===== config.mk =====
export PLATFORM = sky130hd
export DESIGN_NAME = freq_monitor_mc
export DESIGN_NICKNAME = d
export VERILOG_FILES = /design/src/rtl/freq_monitor_mc.sv
export SDC_FILE = /design/constraint.sdc
export NUM_CORES = 1
export LEC_CHECK = 0
export ABC_AREA = 1
export CAP_MARGIN = 20
export CORE_ASPECT_RATIO = 0.5
export CORE_UTILIZATION = 34
export CTS_CLUSTER_DIAMETER = 30
export DETAILED_ROUTE_END_ITERATION = 12
export GPL_TIMING_DRIVEN = 0
export SLEW_MARGIN = 20
export SYNTH_ARGS = -nofsm -noshare
export SYNTH_HDL_FRONTEND = slang
export SYNTH_SLANG_ARGS = --single-unit

===== constraint.sdc =====
create_clock -name clk_ref -period 4.4 [get_ports clk_ref]
set_input_delay 1.1 -clock clk_ref [delete_from_list [all_inputs] [get_ports clk_ref]]
set_output_delay 1.1 -clock clk_ref [all_outputs]
set_load 0.02 [all_outputs]

===== src/rtl/freq_monitor_mc.sv =====
// Multi-channel clock frequency monitor: counts synchronised rising edges of each
// test clock over a shared gate window, scales to Hz and classifies with hysteresis.
module freq_monitor_mc #(
   parameter int NUM_CH      = 2,
   parameter int GATE_CYCLES = 5000000,
   parameter int SCALE       = 10,
   parameter int CNT_W       = 24,
   parameter int TH_HZ       = 1500000,
   parameter int SYNC        = 3
) (
   input  logic                  clk_ref,
   input  logic                  rst_n,
   input  logic [NUM_CH-1:0]     clk_test,
   output logic [32*NUM_CH-1:0]  freq_hz,
   output logic [NUM_CH-1:0]     freq_valid,
   output logic [2*NUM_CH-1:0]   mode,
   output logic [NUM_CH-1:0]     stuck,
   output logic [NUM_CH-1:0]     overflow,
   output logic                  meas_stb
);

   localparam int GW = (GATE_CYCLES > 1) ? $clog2(GATE_CYCLES) : 1;
   localparam int SW = $clog2(SCALE + 1);
   localparam int PW = CNT_W + SW;

   localparam logic [GW-1:0]    GATE_LAST = GW'(GATE_CYCLES - 1);
   localparam logic [CNT_W-1:0] CNT_MAX   = {CNT_W{1'b1}};
   localparam logic [CNT_W-1:0] CNT_ZERO  = {CNT_W{1'b0}};
   localparam logic [1:0]       CLS_STOP  = 2'd0;
   localparam logic [1:0]       CLS_SLOW  = 2'd1;
   localparam logic [1:0]       CLS_FAST  = 2'd2;

   logic [GW-1:0] gate_cnt_r;
   logic          gate_end_s;
   logic          meas_stb_r;

   assign gate_end_s = (gate_cnt_r == GATE_LAST);

   // Shared gate window counter, wraps after GATE_CYCLES cycles
   always_ff @(posedge clk_ref or negedge rst_n) begin
      if (!rst_n) begin
         gate_cnt_r <= GW'(0);
      end else if (gate_end_s) begin
         gate_cnt_r <= GW'(0);
      end else begin
         gate_cnt_r <= gate_cnt_r + GW'(1);
      end
   end

   // Strobe lands in the same cycle the channel outputs take their new values
   always_ff @(posedge clk_ref or negedge rst_n) begin
      if (!rst_n) begin
         meas_stb_r <= 1'b0;
      end else begin
         meas_stb_r <= gate_end_s;
      end
   end

   assign meas_stb = meas_stb_r;

   for (genvar i = 0; i < NUM_CH; i++) begin : g_ch
      logic [SYNC-1:0]  sync_r;
      logic             rise_s;
      logic [CNT_W-1:0] cnt_r;
      logic [CNT_W-1:0] cnt_nxt_s;
      logic             sat_r;
      logic             sat_nxt_s;
      logic [PW-1:0]    prod_s;
      logic [63:0]      prod_wide_s;
      logic [31:0]      hz_s;
      logic             hz_sat_s;
      logic [1:0]       raw_s;
      logic [1:0]       prev_raw_r;
      logic [1:0]       mode_r;
      logic [31:0]      freq_r;
      logic             valid_r;
      logic             stuck_r;
      logic             ovf_r;

      // Top two synchroniser stages reading 01 mark one rising edge
      assign rise_s = sync_r[SYNC-2] & ~sync_r[SYNC-1];

      // Synchroniser shift register
      always_ff @(posedge clk_ref or negedge rst_n) begin
         if (!rst_n) begin
            sync_r <= {SYNC{1'b0}};
         end else begin
            sync_r <= {sync_r[SYNC-2:0], clk_test[i]};
         end
      end

      // Count as it would be after this cycle, so a gate-end edge is latched too
      always_comb begin
         cnt_nxt_s = cnt_r;
         sat_nxt_s = sat_r;
         if (rise_s) begin
            if (cnt_r == CNT_MAX) begin
               sat_nxt_s = 1'b1;
            end else begin
               cnt_nxt_s = cnt_r + CNT_W'(1);
            end
         end else begin
            cnt_nxt_s = cnt_r;
            sat_nxt_s = sat_r;
         end
      end

      // Full-precision scale to Hz, clamp to 32 bits, then raw classification
      always_comb begin
         prod_s      = PW'(cnt_nxt_s) * PW'(SCALE);
         prod_wide_s = 64'(prod_s);
         if (prod_wide_s > 64'h0000_0000_FFFF_FFFF) begin
            hz_s     = 32'hFFFF_FFFF;
            hz_sat_s = 1'b1;
         end else begin
            hz_s     = prod_wide_s[31:0];
            hz_sat_s = 1'b0;
         end
         if (cnt_nxt_s == CNT_ZERO) begin
            raw_s = CLS_STOP;
         end else if (hz_s < 32'(TH_HZ)) begin
            raw_s = CLS_SLOW;
         end else begin
            raw_s = CLS_FAST;
         end
      end

      // Per-gate counting; at gate end latch results and restart from zero
      always_ff @(posedge clk_ref or negedge rst_n) begin
         if (!rst_n) begin
            cnt_r      <= CNT_ZERO;
            sat_r      <= 1'b0;
            freq_r     <= 32'd0;
            valid_r    <= 1'b0;
            stuck_r    <= 1'b0;
            ovf_r      <= 1'b0;
            prev_raw_r <= CLS_STOP;
            mode_r     <= CLS_STOP;
         end else if (gate_end_s) begin
            cnt_r      <= CNT_ZERO;
            sat_r      <= 1'b0;
            freq_r     <= hz_s;
            valid_r    <= 1'b1;
            stuck_r    <= (cnt_nxt_s == CNT_ZERO);
            ovf_r      <= sat_nxt_s | hz_sat_s;
            prev_raw_r <= raw_s;
            // Class only moves after two consecutive agreeing gates
            if (raw_s == prev_raw_r) begin
               mode_r <= raw_s;
            end else begin
               mode_r <= mode_r;
            end
         end else begin
            cnt_r <= cnt_nxt_s;
            sat_r <= sat_nxt_s;
         end
      end

      assign freq_hz[32*i +: 32] = freq_r;
      assign freq_valid[i]       = valid_r;
      assign mode[2*i +: 2]      = mode_r;
      assign stuck[i]            = stuck_r;
      assign overflow[i]         = ovf_r;
   end

endmodule


==> results.md <==
* Die Width at 258 microns
* WL per Instance at between 10 and 15 microns
* Critical Path Stages at 26
* Met3 usage at around 3.3%
* Worst Setup Path Type: reg -> reg
* Finished Layout Cells at approximately 2,200
* DR vias/cell at 4.90
* GP Congestion at 0.929
* F_max at 237 MHz
* Hold/Removal Path Class: reg -> reg
* Rows at 46
* First-pass GRT wire length at 52,200 microns
* GR peak layer: met2
* Synthesized flop and latch total at around 150
* Hold Path Stages at 0
* Full die area at 33,700 sq um
* Startpoint types: flip-flop
* Clk slew on worst S/H paths at 0.06 ns
* All-Layer GR Usage at 19.8%
* IO Pins at 79
* Max-cap violations at 0
* Post-place setup slack at -0.634 ns
* Status: finished clean
* Crit path time final at 4.22 ns
* Worst skew pair latency at 0.45 ns
* Final setup margin at about 0.18 ns
* Crit-path most repeated cell: nand2_1
* Maximum VDD drop at roughly 0.00039 V
* CTS Hold Bufs at 0
* Final Max Tran Viols at 0
* Largest net degree at the start of global routing at 77
* Crit-path leading delay family: simple AND/OR/NAND/NOR gates
* Register area share after synthesis at 32.9%
* Area contributors post-synth: dfrtp_1, nand2_1, ha_1, inv_1, nor2_1
* Vias at 10,800
* Layout cell share with drive strength beyond 1 at roughly 16%
* Worst R2R Path Depth at 26
* Met1 usage at 26.1%
* Top cell type by total area after synthesis: dfrtp_1
* Synth Area per Inst at 6.84 sq um
* Area grow syn2layout at 26.0%
* Fin crit share at 96.0%
* Cells after Synth at between 1,500 and 2,000
* Initial Util at 34.9%
* ANT nets after route at 0
* Crit. Startpoint: g_ch[0].cnt_r[0]$_DFF_PN0_
* Core box area at between 30,000 and 40,000 sq um
* Fin Hold WS at 0.348 ns
* Die height at 130 microns
* Drt drc at 0
* Pwr Density at 826 nW/um^2
* Post-synth top cells: nand2_1, inv_1, nor2_1, dfrtp_1, nand3_1
* RR Startpoint: g_ch[0].cnt_r[0]$_DFF_PN0_
* H-Tree Depth at 4
* Number of enable flip-flop cells after synthesis at 0
* Mapped cell area at ~11,000 sq um
* Layout Skew at approximately 0.0095 ns
* Max Buffers Root-to-Sink at 2
* Relative slew margins at 45.4%
* Setup violators final at 0
* Main synth FF type: dfrtp_1
* TritonRoute pass-1 iters at 6
* Crit path buffers/inverters at 4
* Top-count cell post-synth: nand2_1
* Post-synth top area share at 32.9%
* CTS buffer count at 17
* Port Buf Inserts at roughly 70
* CTS tree: built
* Min-delay src: g_ch[1].sync_r[0]$_DFF_PN0_
* Final HPWL DP at 25,000 microns
* # diodes at 0
* Global routing usage on met2 at 33.2%
* Initial DRC Count at 818
* Overall routed net length at 32,600 microns
* Remaining Overflow, GRT at 0
* Setup crit end kind: flip-flop
* Worst Path Required at 4.74 ns
* Leak Pwr at 0.00700 uW
* Final Hold Viols at 0
* Root buf cell: clkbuf_16
* Placed insts at 2,146
* WP data arrival at 4.56 ns
* Vias in the first global route at 10,300
* Initial antenna violation count at 0
* Synth cell types at 42
* Layout Nets at 1,858
* Slew @ Worst Pin at 0.819 ns
* Clock sink count at 147
* Fill count at 3,282
* Critical Path Fanout Max at 10
* Async SR Flop Fraction at 100%
* CP max-delay cell: dfrtp_2
* Yosys warns at 0
* Total Power at ~12,000 uW
* Slowest stage delay, CP at roughly 0.40 ns
flip-flops by register name (all words and copies together), names as in the netlist:
register and cells:
g_ch.freq_r 54, g_ch.cnt_r 48, gate_cnt_r 23, g_ch.sync_r 6
g_ch.mode_r 4, g_ch.prev_raw_r 4, g_ch.ovf_r 2, g_ch.sat_r 2
g_ch.stuck_r 2, g_ch.valid_r 1, meas_stb 1
cells by family after synthesis:
family,after synthesis,share of synthesized area [%]
AO/OA/AOI/OAI,188,9.17
XOR/XNOR,55,4.31
adder cells (fa/ha/maj),87,9.87
buffers and inverters,269,9.73
flip-flops,147,32.9
other,1,0.0335
AND/OR/NAND/NOR,889,34.0
report_power, final:
part | leakage (uW) | switching [uW] | internal, uW
Sequential | 0.00187 | 174 | 1500
Combinational | 0.00482 | 5160 | 3200
Clock | 0.000311 | 653 | 959
cells in the final DEF (no fill, tap or decap), types with 5 or more instances in the layout:
cell / instances
clkbuf_1: 19
nand2_1: 443
inv_1: 217
nand3b_1: 11
dfrtp_1: 138
o21ai_2: 15
nor2_1: 178
a31oi_1: 17
nor4_1: 6
clkdlybuf4s50_1: 67
ha_2: 13
nor2_2: 29
nand4_1: 35
a21oi_1: 48
nand3_1: 100
a21oi_2: 13
nor2_4: 8
or2_2: 6
nand3_2: 13
o21ai_1: 8
o21ai_0: 62
o21bai_1: 10
ha_1: 53
nand2_2: 32
nand2_4: 6
dfrtp_2: 9
xnor2_1: 12
ha_4: 19
buf_4: 50
nor3_1: 11
inv_2: 9
clkbuf_16: 17
a21o_1: 5
xor2_1: 36
conb_1: 10
routing by layer:
layer  wire length [microns]  up-vias
met2                   15200      240
met1                   15200     5053
li1                        -     5495
met3                    1420       56
met5                       0        -
met4                     762        0
timing repair:
item / 4_1_cts / 5_1_grt
gates resized for setup: 32 / 169
pin swaps: 7 / 36
gates cloned: 0 / 1
setup endpoints to repair: 8 / 9
setup buffers: 11 / 22
area by class of cell:
| cell class | instances | area [sq um] | area share [%] |
|---|---|---|---|
| Inverter | 226 | 848 | 6.02 |
| Multi-Input combinational cell | 1230 | 7180 | 50.9 |
| Sequential cell | 147 | 3690 | 26.2 |
| Tap cell | 432 | 541 | 3.83 |
| Timing Repair Buffer | 102 | 961 | 6.82 |
| Buffer | 43 | 245 | 1.74 |
| Clock inverter | 14 | 203 | 1.44 |
| Clock buffer | 18 | 429 | 3.04 |
final timing paths:
| kind | to | slack, ns |
|---|---|---|
| max | g_ch[0].mode_r[0]$_DFFE_PN0P_ | 0.18 |
| max in group asynchronous | g_ch[1].cnt_r[15]$_DFF_PN0_ | 2.96 |
| min in group asynchronous | g_ch[0].sync_r[1]$_DFF_PN0_ | 0.62 |
| min reg2reg | g_ch[1].sync_r[1]$_DFF_PN0_ | 0.35 |
| max reg2reg | g_ch[0].mode_r[0]$_DFFE_PN0P_ | 0.18 |
| min | g_ch[1].sync_r[1]$_DFF_PN0_ | 0.35 |
through the flow:
step / area, sq um / TNS, ns / util, %
after floorplan: 11200 / 0 / -
after global placement: 12400 / -600.03 / 38.9
after detailed placement: 12500 / -2.63 / 39.0
after CTS: 13300 / 0 / 41.5
after global routing: 14100 / -0.107 / 44.0
final: 14100 / 0 / 44.0
(Power assumes the default switching activity.)
